==> config.mk <==
export PLATFORM = sky130hd
export DESIGN_NAME = accel_spi_responder
export DESIGN_NICKNAME = d
export VERILOG_FILES = /design/src/rtl/accel_spi_responder_pkg.sv /design/src/rtl/spi_edge_sync.sv /design/src/rtl/accel_spi_responder.sv
export SDC_FILE = /design/constraint.sdc
export NUM_CORES = 1
export LEC_CHECK = 0
export BUFFER_PORTS_ARGS = -buffer_cell sky130_fd_sc_hd__buf_4
export CAP_MARGIN = 10
export CORE_UTILIZATION = 56
export CTS_CLUSTER_SIZE = 20
export DETAILED_ROUTE_END_ITERATION = 10
export GPL_TIMING_DRIVEN = 0
export PLACE_DENSITY = 0.81
export SLEW_MARGIN = 15
export SYNTH_ARGS = -nofsm -noshare
export SYNTH_HDL_FRONTEND = slang
export SYNTH_HIERARCHICAL = 1
export SYNTH_SLANG_ARGS = --single-unit
==> constraint.sdc <==
create_clock -name clock -period 3.4 [get_ports clock]
set_input_delay 0.17 -clock clock [delete_from_list [all_inputs] [get_ports clock]]
set_output_delay 0.17 -clock clock [all_outputs]
set_load 0.01 [all_outputs]
==> src/rtl/accel_spi_responder_pkg.sv <==
// accel_spi_responder_pkg
//   Shared definitions for the accelerometer SPI responder:
//   - FSM state encoding
//   - SPI command codes
//   - register map addresses and fixed ID bytes
//   - control register reset values
//   - address increment helper (6-bit, wraps 0x3F -> 0x00)
package accel_spi_responder_pkg;

  typedef enum logic [2:0] {
    ST_IDLE    = 3'd0,
    ST_CMD     = 3'd1,
    ST_ADDR    = 3'd2,
    ST_DATA    = 3'd3,
    ST_IGNORE  = 3'd4,
    ST_WAIT_HI = 3'd5
  } state_t;

  localparam logic [7:0] CMD_WRITE = 8'h0A;
  localparam logic [7:0] CMD_READ  = 8'h0B;

  localparam logic [7:0] ID_DEVID_DEFAULT = 8'hAD;
  localparam logic [7:0] ID_MEMS          = 8'h1D;
  localparam logic [7:0] ID_PART          = 8'hF2;

  localparam logic [7:0] POWER_CTL_RST  = 8'h00;
  localparam logic [7:0] FILTER_CTL_RST = 8'h13;

  localparam logic [5:0] ADDR_DEVID  = 6'h00;
  localparam logic [5:0] ADDR_MEMS   = 6'h01;
  localparam logic [5:0] ADDR_PART   = 6'h02;
  localparam logic [5:0] ADDR_XL     = 6'h0E;
  localparam logic [5:0] ADDR_XH     = 6'h0F;
  localparam logic [5:0] ADDR_YL     = 6'h10;
  localparam logic [5:0] ADDR_YH     = 6'h11;
  localparam logic [5:0] ADDR_ZL     = 6'h12;
  localparam logic [5:0] ADDR_ZH     = 6'h13;
  localparam logic [5:0] ADDR_FILTER = 6'h2C;
  localparam logic [5:0] ADDR_POWER  = 6'h2D;

  // Auto-increment across the 64-entry register space; natural 6-bit wrap.
  function automatic logic [5:0] addr_inc(input logic [5:0] addr);
    return addr + 6'd1;
  endfunction

endpackage

==> src/rtl/spi_edge_sync.sv <==
// spi_edge_sync
//   Brings the asynchronous SPI pins into the clock domain and produces
//   single-clock edge pulses from the synchronized values.
// Ports:
//   clock, reset           system clock, synchronous active-high reset
//   sclk, mosi, ss         raw SPI pins
//   sclk_rise, sclk_fall   one-clock pulses on synchronized sclk edges
//   ss_rise, ss_fall       one-clock pulses on synchronized ss edges
//   mosi_sync, ss_sync     synchronized mosi / ss levels
module spi_edge_sync #(
  parameter int SYNC_STAGES = 2
) (
  input  logic clock,
  input  logic reset,
  input  logic sclk,
  input  logic mosi,
  input  logic ss,
  output logic sclk_rise,
  output logic sclk_fall,
  output logic ss_rise,
  output logic ss_fall,
  output logic mosi_sync,
  output logic ss_sync
);

  logic [SYNC_STAGES-1:0] sclk_pipe_r;
  logic [SYNC_STAGES-1:0] mosi_pipe_r;
  logic [SYNC_STAGES-1:0] ss_pipe_r;
  logic                   sclk_prev_r;
  logic                   ss_prev_r;

  // Synchronizer chains plus one delayed copy for edge detection. The ss
  // chain clears to 0 so a deselected bus is only recognised once a high
  // level has actually propagated after reset.
  always_ff @(posedge clock) begin
    if (reset) begin
      sclk_pipe_r <= {SYNC_STAGES{1'b0}};
      mosi_pipe_r <= {SYNC_STAGES{1'b0}};
      ss_pipe_r   <= {SYNC_STAGES{1'b0}};
      sclk_prev_r <= 1'b0;
      ss_prev_r   <= 1'b0;
    end else begin
      sclk_pipe_r <= {sclk_pipe_r[SYNC_STAGES-2:0], sclk};
      mosi_pipe_r <= {mosi_pipe_r[SYNC_STAGES-2:0], mosi};
      ss_pipe_r   <= {ss_pipe_r[SYNC_STAGES-2:0], ss};
      sclk_prev_r <= sclk_pipe_r[SYNC_STAGES-1];
      ss_prev_r   <= ss_pipe_r[SYNC_STAGES-1];
    end
  end

  // mosi has the same depth as sclk, so mosi_sync is aligned with sclk_rise.
  assign mosi_sync = mosi_pipe_r[SYNC_STAGES-1];
  assign ss_sync   = ss_pipe_r[SYNC_STAGES-1];
  assign sclk_rise = sclk_pipe_r[SYNC_STAGES-1] & ~sclk_prev_r;
  assign sclk_fall = ~sclk_pipe_r[SYNC_STAGES-1] & sclk_prev_r;
  assign ss_rise   = ss_pipe_r[SYNC_STAGES-1] & ~ss_prev_r;
  assign ss_fall   = ~ss_pipe_r[SYNC_STAGES-1] & ss_prev_r;

endmodule

==> src/rtl/accel_spi_responder.sv <==
// accel_spi_responder
//   SPI mode-0 register-file responder for an accelerometer. Command byte
//   (0x0B read / 0x0A write), address byte, then auto-incrementing data bytes.
//   Optional macro ACCEL_RESP_SNAPSHOT_EN: accel samples are captured once per
//   transaction (snap pulses) so multi-byte sample reads are coherent; without
//   it, reads return the live sample taken when each byte is loaded.
// Ports:
//   clock, reset               system clock (>= 8x sclk), sync active-high reset
//   sclk, mosi, ss             SPI from master (ss active low)
//   miso, miso_oe              read data and its output enable
//   accel_x, accel_y, accel_z  unsigned samples (9, 9, 12 bits)
//   power_ctl, filter_ctl      writable control registers (0x2D, 0x2C)
//   snap                       one-clock pulse on sample capture
//   busy                       high from ss-low detection to ss-high detection
module accel_spi_responder
  import accel_spi_responder_pkg::*;
#(
  parameter int         SYNC_STAGES = 2,
  parameter logic [7:0] DEVID       = 8'hAD
) (
  input  logic        clock,
  input  logic        reset,
  input  logic        sclk,
  input  logic        mosi,
  input  logic        ss,
  output logic        miso,
  output logic        miso_oe,
  input  logic [8:0]  accel_x,
  input  logic [8:0]  accel_y,
  input  logic [11:0] accel_z,
  output logic [7:0]  power_ctl,
  output logic [7:0]  filter_ctl,
  output logic        snap,
  output logic        busy
);

  logic        sclk_rise_s;
  logic        sclk_fall_s;
  logic        ss_rise_s;
  logic        ss_fall_s;
  logic        mosi_sync_s;
  logic        ss_sync_s;

  state_t      state_r;
  logic [2:0]  bit_cnt_r;
  logic [7:0]  shift_r;
  logic        is_read_r;
  logic [5:0]  addr_r;
  logic [7:0]  tx_r;

  logic [7:0]  shift_next_s;
  logic        byte_done_s;
  logic        start_s;
  logic [5:0]  addr_next_s;
  logic [7:0]  rd_data_s;
  logic [8:0]  x_src_s;
  logic [8:0]  y_src_s;
  logic [11:0] z_src_s;

  spi_edge_sync #(
    .SYNC_STAGES (SYNC_STAGES)
  ) u_sync (
    .clock     (clock),
    .reset     (reset),
    .sclk      (sclk),
    .mosi      (mosi),
    .ss        (ss),
    .sclk_rise (sclk_rise_s),
    .sclk_fall (sclk_fall_s),
    .ss_rise   (ss_rise_s),
    .ss_fall   (ss_fall_s),
    .mosi_sync (mosi_sync_s),
    .ss_sync   (ss_sync_s)
  );

  assign shift_next_s = {shift_r[6:0], mosi_sync_s};
  assign byte_done_s  = sclk_rise_s & (bit_cnt_r == 3'd7);
  assign start_s      = (state_r == ST_IDLE) & ss_fall_s;

`ifdef ACCEL_RESP_SNAPSHOT_EN
  logic [8:0]  snap_x_r;
  logic [8:0]  snap_y_r;
  logic [11:0] snap_z_r;

  // Capture all three samples at transaction start for coherent multi-byte reads.
  always_ff @(posedge clock) begin
    if (reset) begin
      snap_x_r <= 9'd0;
      snap_y_r <= 9'd0;
      snap_z_r <= 12'd0;
    end else if (start_s) begin
      snap_x_r <= accel_x;
      snap_y_r <= accel_y;
      snap_z_r <= accel_z;
    end else begin
      snap_x_r <= snap_x_r;
      snap_y_r <= snap_y_r;
      snap_z_r <= snap_z_r;
    end
  end

  assign x_src_s = snap_x_r;
  assign y_src_s = snap_y_r;
  assign z_src_s = snap_z_r;
`else
  assign x_src_s = accel_x;
  assign y_src_s = accel_y;
  assign z_src_s = accel_z;
`endif

  // Address the byte about to be loaded refers to: the freshly received
  // address after the ADDR byte, or the incremented address after a data byte.
  always_comb begin
    addr_next_s = addr_r;
    if (state_r == ST_ADDR) begin
      addr_next_s = shift_next_s[5:0];
    end else if (state_r == ST_DATA) begin
      addr_next_s = addr_inc(addr_r);
    end else begin
      addr_next_s = addr_r;
    end
  end

  // Register map read mux; samples are zero-extended to 16 bits.
  always_comb begin
    rd_data_s = 8'h00;
    case (addr_next_s)
      ADDR_DEVID:  rd_data_s = DEVID;
      ADDR_MEMS:   rd_data_s = ID_MEMS;
      ADDR_PART:   rd_data_s = ID_PART;
      ADDR_XL:     rd_data_s = x_src_s[7:0];
      ADDR_XH:     rd_data_s = {7'd0, x_src_s[8]};
      ADDR_YL:     rd_data_s = y_src_s[7:0];
      ADDR_YH:     rd_data_s = {7'd0, y_src_s[8]};
      ADDR_ZL:     rd_data_s = z_src_s[7:0];
      ADDR_ZH:     rd_data_s = {4'd0, z_src_s[11:8]};
      ADDR_FILTER: rd_data_s = filter_ctl;
      ADDR_POWER:  rd_data_s = power_ctl;
      default:     rd_data_s = 8'h00;
    endcase
  end

  // Transaction FSM with registered miso/miso_oe/busy/snap and control regs.
  always_ff @(posedge clock) begin
    if (reset) begin
      state_r    <= ST_WAIT_HI;
      bit_cnt_r  <= 3'd0;
      shift_r    <= 8'h00;
      is_read_r  <= 1'b0;
      addr_r     <= 6'h00;
      tx_r       <= 8'h00;
      miso       <= 1'b0;
      miso_oe    <= 1'b0;
      snap       <= 1'b0;
      busy       <= 1'b0;
      power_ctl  <= POWER_CTL_RST;
      filter_ctl <= FILTER_CTL_RST;
    end else begin
      snap <= 1'b0;
      if (ss_rise_s) begin
        // Deselect aborts everything; a partial byte is simply dropped.
        state_r   <= ST_IDLE;
        bit_cnt_r <= 3'd0;
        miso      <= 1'b0;
        miso_oe   <= 1'b0;
        busy      <= 1'b0;
      end else begin
        case (state_r)
          ST_WAIT_HI: begin
            if (ss_sync_s) begin
              state_r <= ST_IDLE;
            end
          end
          ST_IDLE: begin
            if (start_s) begin
              state_r   <= ST_CMD;
              bit_cnt_r <= 3'd0;
              busy      <= 1'b1;
`ifdef ACCEL_RESP_SNAPSHOT_EN
              snap      <= 1'b1;
`endif
            end
          end
          ST_CMD: begin
            if (sclk_rise_s) begin
              shift_r   <= shift_next_s;
              bit_cnt_r <= bit_cnt_r + 3'd1;
              if (byte_done_s) begin
                if (shift_next_s == CMD_READ) begin
                  is_read_r <= 1'b1;
                  state_r   <= ST_ADDR;
                end else if (shift_next_s == CMD_WRITE) begin
                  is_read_r <= 1'b0;
                  state_r   <= ST_ADDR;
                end else begin
                  state_r   <= ST_IGNORE;
                end
              end
            end
          end
          ST_ADDR: begin
            if (sclk_rise_s) begin
              shift_r   <= shift_next_s;
              bit_cnt_r <= bit_cnt_r + 3'd1;
              if (byte_done_s) begin
                addr_r  <= addr_next_s;
                tx_r    <= rd_data_s;
                state_r <= ST_DATA;
              end
            end
          end
          ST_DATA: begin
            if (sclk_rise_s) begin
              shift_r   <= shift_next_s;
              bit_cnt_r <= bit_cnt_r + 3'd1;
              if (byte_done_s) begin
                if (!is_read_r) begin
                  case (addr_r)
                    ADDR_FILTER: filter_ctl <= shift_next_s;
                    ADDR_POWER:  power_ctl  <= shift_next_s;
                    default:     begin end
                  endcase
                end
                addr_r <= addr_next_s;
                tx_r   <= rd_data_s;
              end
            end else if (sclk_fall_s && is_read_r) begin
              // Mode 0: present the next bit right after each falling edge.
              miso    <= tx_r[7];
              miso_oe <= 1'b1;
              tx_r    <= {tx_r[6:0], 1'b0};
            end
          end
          ST_IGNORE: begin
            miso    <= 1'b0;
            miso_oe <= 1'b0;
          end
          default: begin
            state_r <= ST_WAIT_HI;
          end
        endcase
      end
    end
  end

endmodule

==> results of run 1 <==
## state kept, by name, indices dropped and copies added, names as in the netlist
register	cells
state_r	3
busy	1
power_ctl	8
u_sync/sclk_pipe_r	2
filter_ctl	8
miso_oe	1
u_sync/sclk_prev_r	1
bit_cnt_r	3
u_sync/ss_pipe_r	2
is_read_r	1
shift_r	7
u_sync/mosi_pipe_r	2
addr_r	6
miso	1
tx_r	8
u_sync/ss_prev_r	1
## worst register-to-register path: stages (launching register included)
cell,delay [ns]
dfxtp_1,0.59
inv_1,0.13
ha_1,0.29
mux2_2,0.30
mux2_4,0.28
nor3_4,0.26
nand2_1,0.10
nor2_2,0.31
a222oi_1,0.17
a211oi_1,0.27
## layout by cell type (no fill, tap or decap), types with 3 or more instances in the layout
cell type	Yosys	layout
buf_4	3	56
dfxtp_1	55	55
nor2_1	43	43
nand2_1	29	29
mux2i_1	25	25
a21oi_1	15	15
nor2b_1	12	12
nand3_1	9	9
clkbuf_1	8	9
a221oi_1	9	9
a211oi_1	8	8
inv_1	7	7
o21ai_0	7	7
buf_2	6	6
nor3_1	6	6
and3_1	5	5
a22o_1	5	5
ha_1	5	5
clkbuf_8	0	5
a22oi_1	4	4
nor4b_1	4	4
a21o_1	3	3
a211o_1	3	3
nor3_2	3	3
a311oi_1	3	3
a222oi_1	3	3
## through the flow
stage / hold WS [ns] / instance area (sq um) / utilization / total power [mW] / std cells
detailed placement: 0.3892 / 3531 / 0.6826 / 0.7512 / 461
global route: 0.07334 / 3620 / 0.6998 / 1.142 / 469
floorplan: 0.2416 / 3045 / - / 0.7090 / 338
global placement: 0.3782 / 3531 / 0.6826 / 0.7497 / 461
CTS: 0.06572 / 3620 / 0.6998 / 1.110 / 469
finish: 0.06969 / 3620 / 0.6998 / 1.104 / 469
## cell families (layout without fill, tap and decap cells)
group	after synthesis	in the layout	share of synthesized area
adder cells (fa/ha/maj)	5	5	0.02054
XOR/XNOR	1	1	0.002876
AO/OA/AOI/OAI	85	85	0.2223
AND/OR/NAND/NOR	137	137	0.2502
multiplexers	29	29	0.1019
flip-flops	55	55	0.3615
buffers and inverters	25	86	0.03944
other	1	1	0.001231
## power by group through the flow
stage	sequential, mW	clock [mW]	combinational [mW]
6_report	0.655	0.367	0.0823
3_5_place_dp	0.670	0	0.0816
5_1_grt	0.656	0.397	0.0892
3_3_place_gp	0.669	0	0.0803
2_1_floorplan	0.668	0	0.0408
4_1_cts	0.655	0.374	0.0819
## how the worst max path moves through the flow
stage,to,startpoint,slack [ns]
global route,tx_r[2],addr_r[1],0.44
finish,tx_r[2],addr_r[1],0.61
global placement,tx_r[2],addr_r[0],0.76
CTS,tx_r[2],addr_r[1],0.68
floorplan,tx_r[5],addr_r[1],1.02
detailed placement,tx_r[5],addr_r[1],0.69
## cell type report
class                           count  area (sq um)
Clock inverter                      2         16.27
Timing Repair Buffer               53         397.9
Multi-Input combinational cell    258          1824
Buffer                             18         93.84
Inverter                            7         26.28
Clock buffer                        6         72.57
Fill cell                         434          1553
Tap cell                           70         87.58
Sequential cell                    55          1101
## routing by layer
layer | up-vias | share of wire | track usage
li1 | 1376 | - | -
met5 | - | 0 | 0
met2 | 143 | 0.47 | 0.4602
met3 | 14 | 0.082 | 0.04894
met4 | 0 | 0.011 | 0.07202
met1 | 1326 | 0.44 | 0.3992
==> summary.md, run 1 <==
| Metric | Value |
|---|---|
| Crit-path max cell delay | 0.59 ns |
| CP Capture Type | register |
| Synthesized instance count | 338 |
| Ys async rst share | 0 |
| Post-CTS Setup Inserts | 0 |
| Setup violators final | 0 |
| Warnings, synthesis | 6 |
| Die W | 75.75 microns |
| Post-synthesis sequential area ratio | 0.3615 |
| Reg2Reg Setup Slack | 0.61 ns |
| Detail Placement HPWL | 5953 microns |
| Max IR drop VDD | 317.0 uV |
| Routed WL per cell | 16.94 microns |
| Clk sinks | 55 |
| Post-route ant nets | 0 |
| Net Count, Synth | 378 |
| Fin crit period | 2.785 ns |
| Starting Density | 0.5888 |
| Total routed wirelength | 7946 microns |
| Port bufs | 53 |
| Worst Path Class, Setup | reg2reg |
| Commonest cells post-synth | dfxtp_1 (55), nor2_1 (43), nand2_1 (29), mux2i_1 (25), a21oi_1 (15) |
| GPL Wtd Cong | 0.9202 |
| Max Fclk | 359.1 MHz |
| Site Rows | 26 |
| Drc violations | 0 |
| Final worst-path cycle share | 0.8191 |
| Cts bufs inserted | 5 |
| Via Count | 2,859 |
| CP Data Arrival Time | 3.01 ns |
| Cell Pwr Density | 305.1 nW/um^2 |
| Setup Skew | 0.007182 ns |
| Worst Tran Pin Value | 0.9875 ns |
| Mapped Area | 3045 sq um |
| Synth unique cells | 70 |
| Antenna Cells | 0 |
| Layout cell share with drive strength beyond 1 | 0.2481 |
| Vias per cell | 6.096 |
| P&R area growth vs syn | 18.86% |
| Worst Hold Path EP | u_sync/ss_pipe_r[0] |
| Startpoint types | register |
| Post-route worst setup slack | 0.6149 ns |
| Syn avg cell area | 9.010 sq um |
| CP top delay family | simple AND/OR/NAND/NOR gates |
| Status | finished clean |
| Chip Height | 75.75 microns |
| Initial DRC count | 264 |
| Share of the synthesized area in the top cell type | 0.3615 |
| Bufs on Longest Clock Path | 2 |
| Die ar. | 5737 sq um |
| FF-to-FF path depth | 9 |
| Synth top area cells | dfxtp_1 (36%), mux2i_1 (8.2%), nor2_1 (5.3%), nand2_1 (3.6%), a221oi_1 (2.6%) |
| Largest area contributor in the netlist | dfxtp_1 |
| I/O pin count | 55 |
| CTS tree | yes |
| Initial antenna violation count | 0 |
| Clock share of power | 0.333 |
| Worst-path maximum fanout | 7 |
| Vias in the first global route | 2,448 |
| H-tree depth | 2 |
| WP depth | 9 |
| Rel. slew slack | 0.3366 |
| Drt pass-1 iters | 6 |
| Final hold vios | 0 |
| CP required | 3.62 ns |
| Capture point of the worst reg-to-reg path | tx_r[2] |
| Most used DFF post-synth | dfxtp_1 |
| Core area | 5172 sq um |
| Unrepaired setup endpoints after global routing | no |
| Leak | 1.425 nW |
| Crit path buf inv count | 1 |
| Largest net degree at the start of global routing | 18 |
| Cts hold-fix bufs | 0 |
| Worst Hold Launch | ss |
| DP Worst Slack | 0.6895 ns |
| Crit-path slowest cell | dfxtp_1 |
| #FFs+latches synth | 55 |
| Max-cap violations | 0 |
| Clock slew at reported path FFs | 0.10 ns |
| Nets@finish | 438 |
| First-pass GRT wire length | 12,050 microns |
| Post-synth EDFFs | 0 |
| Combinational Power Share | 0.075 |
| Overflow after GRT | 0 |
| Most numerous cell in the Yosys netlist | dfxtp_1 |
| Sw Share | 0.2377 |
| Worst-skew pair later-pin latency | 0.31 ns |
| Post_cts resized | 0 |
| Crit path cell chain | inv_1 -> ha_1 -> mux2_2 -> mux2_4 -> nor3_4 -> nand2_1 -> nor2_2 -> a222oi_1 -> a211oi_1 |
| Total Routing Usage GR | 0.2865 |
| Internal power | 841.8 uW |
| Final Max Tran Viols | 0 |
| Setup_tns | 0 ns |
| Critical R2R Launch | addr_r[1] |
| Flop pwr share | 0.593 |
| WHS Path Cells | 2 |
| Clk root buf | clkbuf_8 |
| Switch Pwr | 262.5 uW |
| Worst hold path type | in2reg |
(Power assumes the default switching activity.)
==> run 2: changes to the inputs <==
- CORE_UTILIZATION: 56 -> 50
- PLACE_DENSITY: 0.81 -> 0.77
- clock period: 3.4 -> 2.27 ns (I/O delays scaled with it)
==> run 2 against run 1 <==
The flow now finishes with violations (negative setup slack); routed wire length grew 23%; fmax grew 18%; global-route usage up 0.95 points; sequential share of layout area decreased by 3.2 points; critical path depth grew 1; cell area is 13% higher; clock-buffer cell count is 1 lower; clock skew grew 0.011 ns; critical endpoint is now tx_r[4]; largest cell class unchanged.
==> summary.md, run 2 (synthesis results as in run 1) <==
| Metric | Value |
|---|---|
| Unrepaired setup endpoints after global routing | yes |
| I/O pin count | 55 |
| Initial antenna violation count | 0 |
| Largest regs | filter_ctl (8), power_ctl (8), tx_r (8) |
| Drt pass-1 iters | 8 |
| Fin crit period | 2.361 ns |
| Rel. slew slack | 0.5505 |
| Switch Pwr | 423.5 uW |
| Final Util | 0.6971 |
| Most common cell after layout, fill and taps aside | buf_4 |
| Final Max Tran Viols | 0 |
| Flop pwr share | 0.586 |
| Vias per cell | 6.351 |
| Clock slew at reported path FFs | 0.11 ns |
| Final hold vios | 0 |
| Antenna Cells | 0 |
| Port bufs | 53 |
| Fillers | 446 |
| Leak | 1.633 nW |
| Setup violators final | 7 |
| Most frequent cells in the layout | buf_4 (77), dfxtp_1 (49), nor2_1 (40) |
| Worst hold path type | in2reg |
| Initial DRC count | 386 |
| Register Area | 1119 sq um |
| Cts bufs inserted | 5 |
| Post-route worst setup slack | -0.09114 ns |
| Via Count | 3,182 |
| CP Data Arrival Time | 2.61 ns |
| Total Routing Usage GR | 0.2960 |
| Sw Share | 0.2521 |
| Bufs on Longest Clock Path | 2 |
| P&R area growth vs syn | 34.72% |
| CTS tree | yes |
| CP required | 2.52 ns |
| Layout cell share with drive strength beyond 1 | 0.3803 |
| Clk sinks | 55 |
| Largest net degree at the start of global routing | 18 |
| Die ar. | 6407 sq um |
| Worst-path maximum fanout | 7 |
| Overflow after GRT | 0 |
| Clock share of power | 0.337 |
| Multi-input gate area | 2038 sq um |
| Detail Placement HPWL | 6051 microns |
| Drc violations | 0 |
| Post-route ant nets | 0 |
| Chip Height | 80.05 microns |
| Total routed wirelength | 9744 microns |
| Cell Pwr Density | 409.4 nW/um^2 |
| Startpoint types | register |
| Overall power | 1.679 mW |
| Vias in the first global route | 2,962 |
| Die W | 80.05 microns |
| CP Capture Type | register |
| Status | complete, but fails checks |
| Final worst-path cycle share | 1.040 |
| Setup Skew | 0.01785 ns |
| Worst Path Class, Setup | reg2reg |
| Max IR drop VDD | 310.2 uV |
| Failing checks | negative setup slack |
| Starting Density | 0.5174 |
| Worst Tran Pin Value | 0.6706 ns |
| Setup_tns | -0.3465 ns |
| Core area | 5886 sq um |
| Routed WL per cell | 19.45 microns |
| H-tree depth | 2 |
| First-pass GRT wire length | 14,420 microns |
| Max Fclk | 423.5 MHz |
| Clk root buf | clkbuf_8 |
| Nets@finish | 465 |
| Max-cap violations | 0 |
| Combinational Power Share | 0.076 |
| Worst-skew pair later-pin latency | 0.33 ns |
| GPL Wtd Cong | 0.9055 |
| Internal power | 1.256 mW |
| Site Rows | 28 |
-- run 2: critical path, stage by stage (launching register included) --
cell      delay, ns
dfxtp_4        0.44
inv_4          0.05
ha_4           0.21
mux2_4         0.28
mux2_4         0.29
nor3_4         0.24
buf_6          0.15
nand3_1        0.10
o31ai_1        0.11
a221oi_1       0.13
a311oi_1       0.27
-- run 2: timing repair --
| action | in CTS | in global routing |
|---|---|---|
| setup buffers | 20 | 8 |
| pin swaps | 10 | 20 |
| hold endpoints to repair | 1 | 0 |
| setup endpoints to repair | 9 | 31 |
| gates resized for setup | 26 | 39 |
| hold buffers | 1 | 0 |
-- run 2: final timing paths --
path	cells past startpoint	end	from	slack, ns
worst max-delay path	10	tx_r[4]	addr_r[0]	-0.09
worst min-delay path	2	u_sync/ss_pipe_r[0]	ss	0.006
worst max register to register	10	tx_r[4]	addr_r[0]	-0.09
worst min register to register	1	u_sync/sclk_pipe_r[1]	u_sync/sclk_pipe_r[0]	0.44
-- run 2: final cells by class --
type	count	area share
Inverter	7	0.007624
Tap cell	75	0.02287
Sequential cell	55	0.2726
Timing Repair Buffer	81	0.1534
Clock buffer	5	0.01677
Buffer	17	0.02531
Multi-Input combinational cell	258	0.4968
Clock inverter	3	0.004575
-- run 2: per-layer routing --
metal  track usage  up-vias  part of all wire
met5             0        -                 0
met4        0.1214        0             0.032
met3       0.07657       37             0.082
met2        0.4897      192              0.48
met1        0.3634     1525              0.40
li1              -     1428                 -
-- run 2: power groups by stage --
stage / Clock, mW / Combinational, mW / Sequential [mW]
2_1_floorplan: 0 / 0.0611 / 1.00
3_3_place_gp: 0 / 0.124 / 1.00
3_5_place_dp: 0 / 0.126 / 1.00
4_1_cts: 0.571 / 0.130 / 0.978
5_1_grt: 0.612 / 0.136 / 0.986
6_report: 0.566 / 0.128 / 0.985
-- run 2: through the flow --
stage          std cells  worst slack [ns]  cell area [sq um]  hold WS, ns
2_1_floorplan        338           0.03097               3055       0.1851
3_3_place_gp         466           -0.2594               3547       0.3269
3_5_place_dp         466           -0.3285               3547       0.3280
4_1_cts              495          -0.01056               3930   0.00003753
5_1_grt              501           -0.1829               4103     0.009545
6_report             501          -0.09114               4103     0.005612
==> run 3: changes to the inputs <==
- ABC_AREA: unset -> 1
- CORE_UTILIZATION: 50 -> 51
==> run 3 against run 2 <==
The run now ends clean; cell area up 2.3%; first-iteration DRC count down 52%; cell count up 30%; total power up 34%; register-to-register slack better by 0.15 ns; area after synthesis up 7.1%; combinational power rose to 4.8 times the previous value; clock skew down 0.0040 ns; die area up 4.8%; critical endpoint is now tx_r[3].
==> summary.md, run 3 <==
| Metric | Value |
|---|---|
| Overflow after GRT | 0 |
| Worst-path maximum fanout | 10 |
| Overall power | 2.243 mW |
| Fin area | 4197 sq um |
| Clk sinks | 55 |
| Drc violations | 0 |
| Chip Height | 81.96 microns |
| Routed WL per cell | 14.51 microns |
| Die W | 81.96 microns |
| CP Data Arrival Time | 2.48 ns |
| Leak | 1.947 nW |
| Share of the synthesized area in the top cell type | 0.3377 |
| Final Util | 0.6924 |
| #FFs+latches synth | 55 |
| Max Fclk | 452.1 MHz |
| I/O pin count | 55 |
| Synthesized instance count | 489 |
| Fin cells | 650 |
| Post-route ant nets | 0 |
| Initial DRC count | 186 |
| Placed cell count | 617 |
| Synth top area cells | dfxtp_1 (34%), nand3_1 (10%), nand2_1 (9.3%), inv_1 (7.6%), nor2_1 (7.3%) |
| Core area | 6061 sq um |
| Final worst-path cycle share | 0.9744 |
| Drt pass-1 iters | 5 |
| Largest regs | filter_ctl (8), power_ctl (8), tx_r (8) |
| Final hold vios | 0 |
| H-tree depth | 2 |
| Startpoint types | register |
| Die ar. | 6717 sq um |
| Switch Pwr | 781.0 uW |
| Setup Skew | 0.01387 ns |
| Total routed wirelength | 9434 microns |
| Total Routing Usage GR | 0.2684 |
| Largest area contributor in the netlist | dfxtp_1 |
| Internal power | 1.462 mW |
| Ys async rst share | 0 |
| Nets@finish | 614 |
| Detail Placement HPWL | 6702 microns |
| Fin crit period | 2.212 ns |
| Syn avg cell area | 6.668 sq um |
| Rel. slew slack | 0.6106 |
| Clk root buf | clkbuf_8 |
| Worst-skew pair later-pin latency | 0.32 ns |
| Antenna Cells | 0 |
| Max IR drop VDD | 392.9 uV |
| Most common cell after layout, fill and taps aside | nand2_1 |
| Most numerous cell in the Yosys netlist | nand2_1 |
| Vias in the first global route | 3,005 |
| Initial antenna violation count | 0 |
| Layout cell share with drive strength beyond 1 | 0.2730 |
| Net Count, Synth | 529 |
| Post-synthesis sequential area ratio | 0.3377 |
| Port bufs | 53 |
| Status | finished clean |
| CP required | 2.54 ns |
| Sw Share | 0.3481 |
| DP Area | 3752 sq um |
| CTS tree | yes |
| Synth unique cells | 38 |
| Cell Pwr Density | 534.6 nW/um^2 |
| Most frequent cells in the layout | nand2_1 (76), buf_4 (74), nand3_1 (64) |
| Combinational Power Share | 0.271 |
| Worst Path Class, Setup | reg2reg |
| P&R area growth vs syn | 28.70% |
| Worst hold path type | in2reg |
| Clock slew at reported path FFs | 0.11 ns |
| Unrepaired setup endpoints after global routing | yes |
| Site Rows | 28 |
| Post-synth EDFFs | 0 |
| Worst Tran Pin Value | 0.5797 ns |
| Final Max Tran Viols | 0 |
| Hold slack | 0.1154 ns |
| Setup violators final | 0 |
| Fillers | 536 |
| Starting Density | 0.5380 |
| First-pass GRT wire length | 13,680 microns |
| Bufs on Longest Clock Path | 2 |
| Flop pwr share | 0.472 |
| Most used DFF post-synth | dfxtp_1 |
| Cts bufs inserted | 5 |
| Via Count | 3,534 |
| Largest net degree at the start of global routing | 19 |
| Commonest cells post-synth | nand2_1 (81), nand3_1 (68), inv_1 (66), nor2_1 (63), dfxtp_1 (55) |
| Warnings, synthesis | 6 |
| CP Capture Type | register |
| Clock share of power | 0.257 |
| Vias per cell | 5.437 |
| GPL Wtd Cong | 0.8922 |
| Max-cap violations | 0 |
| Mapped Area | 3261 sq um |
[run 3: repair_timing]
item / in CTS / in global routing
buffers inserted: 3 / 16
hold endpoints to repair: 2 / 1
pin swaps: 3 / 16
gates resized for setup: 6 / 44
cloned: 0 / 3
hold buffers: 2 / 1
endpoints found under the setup margin: 23 / 31
[run 3: power by group through the flow]
stage	Combinational (mW)	Clock (mW)	Sequential (mW)
final	0.608	0.576	1.06
after global routing	0.664	0.613	1.06
after CTS	0.522	0.578	1.05
after detailed placement	0.503	0	1.07
after global placement	0.491	0	1.07
after floorplan	0.370	0	1.06
[run 3: path summary, 6_finish.rpt]
| check | from | to | slack, ns | depth (start not counted) |
|---|---|---|---|---|
| min reg2reg | u_sync/sclk_pipe_r[0] | u_sync/sclk_pipe_r[1] | 0.41 | 2 |
| min | reset | u_sync/sclk_pipe_r[1] | 0.12 | 3 |
| max reg2reg | state_r[1] | tx_r[3] | 0.06 | 17 |
| max | state_r[1] | tx_r[3] | 0.06 | 17 |
[run 3: cell type report]
type	count	area [sq um]	area share
Multi-Input combinational cell	351	1927	0.4592
Tap cell	75	93.84	0.02236
Clock buffer	5	68.82	0.01640
Timing Repair Buffer	76	590.6	0.1407
Inverter	69	261.5	0.06231
Clock inverter	3	23.77	0.005665
Buffer	16	118.9	0.02832
Sequential cell	55	1112	0.2651
[run 3: metrics by stage]
step / setup WS (ns) / setup TNS [ns]
floorplan: 0.3402 / 0
global placement: -0.1795 / -1.989
detailed placement: -0.2207 / -2.784
CTS: 0.001604 / 0
global route: -0.05969 / -0.1772
finish: 0.05805 / 0
[run 3: logic make-up (layout without fill, tap and decap cells)]
family          Yosys count  count (layout)  synth area share
simple gates            251             253            0.3722
flops                    55              55            0.3377
other cells               1               1          0.001150
fa+ha+maj                 5               5           0.01919
buf+inv                  85             169            0.1109
compound gates           92              92            0.1589
[run 3: worst max-delay path, stage by stage (launching register included)]
cell and delay (ns):
dfxtp_2 0.34, buf_6 0.14, nand2_2 0.08, nor2_4 0.20
buf_4 0.15, nand4_1 0.06, nand3_1 0.11, nand2_1 0.09
nor2_4 0.16, buf_6 0.15, nand2_2 0.06, nor2_1 0.10
nor2_1 0.07, nand3_1 0.14, nand2_1 0.08, nand2_1 0.07
nand2_1 0.06, a21oi_2 0.10
[run 3: layer usage]
layer,vias up,routed length (microns),global-route usage
met1,1584,4001,0.3243
met2,150,4409,0.4479
met5,-,0,0
met3,32,642,0.05000
li1,1768,-,-
met4,0,381,0.1439
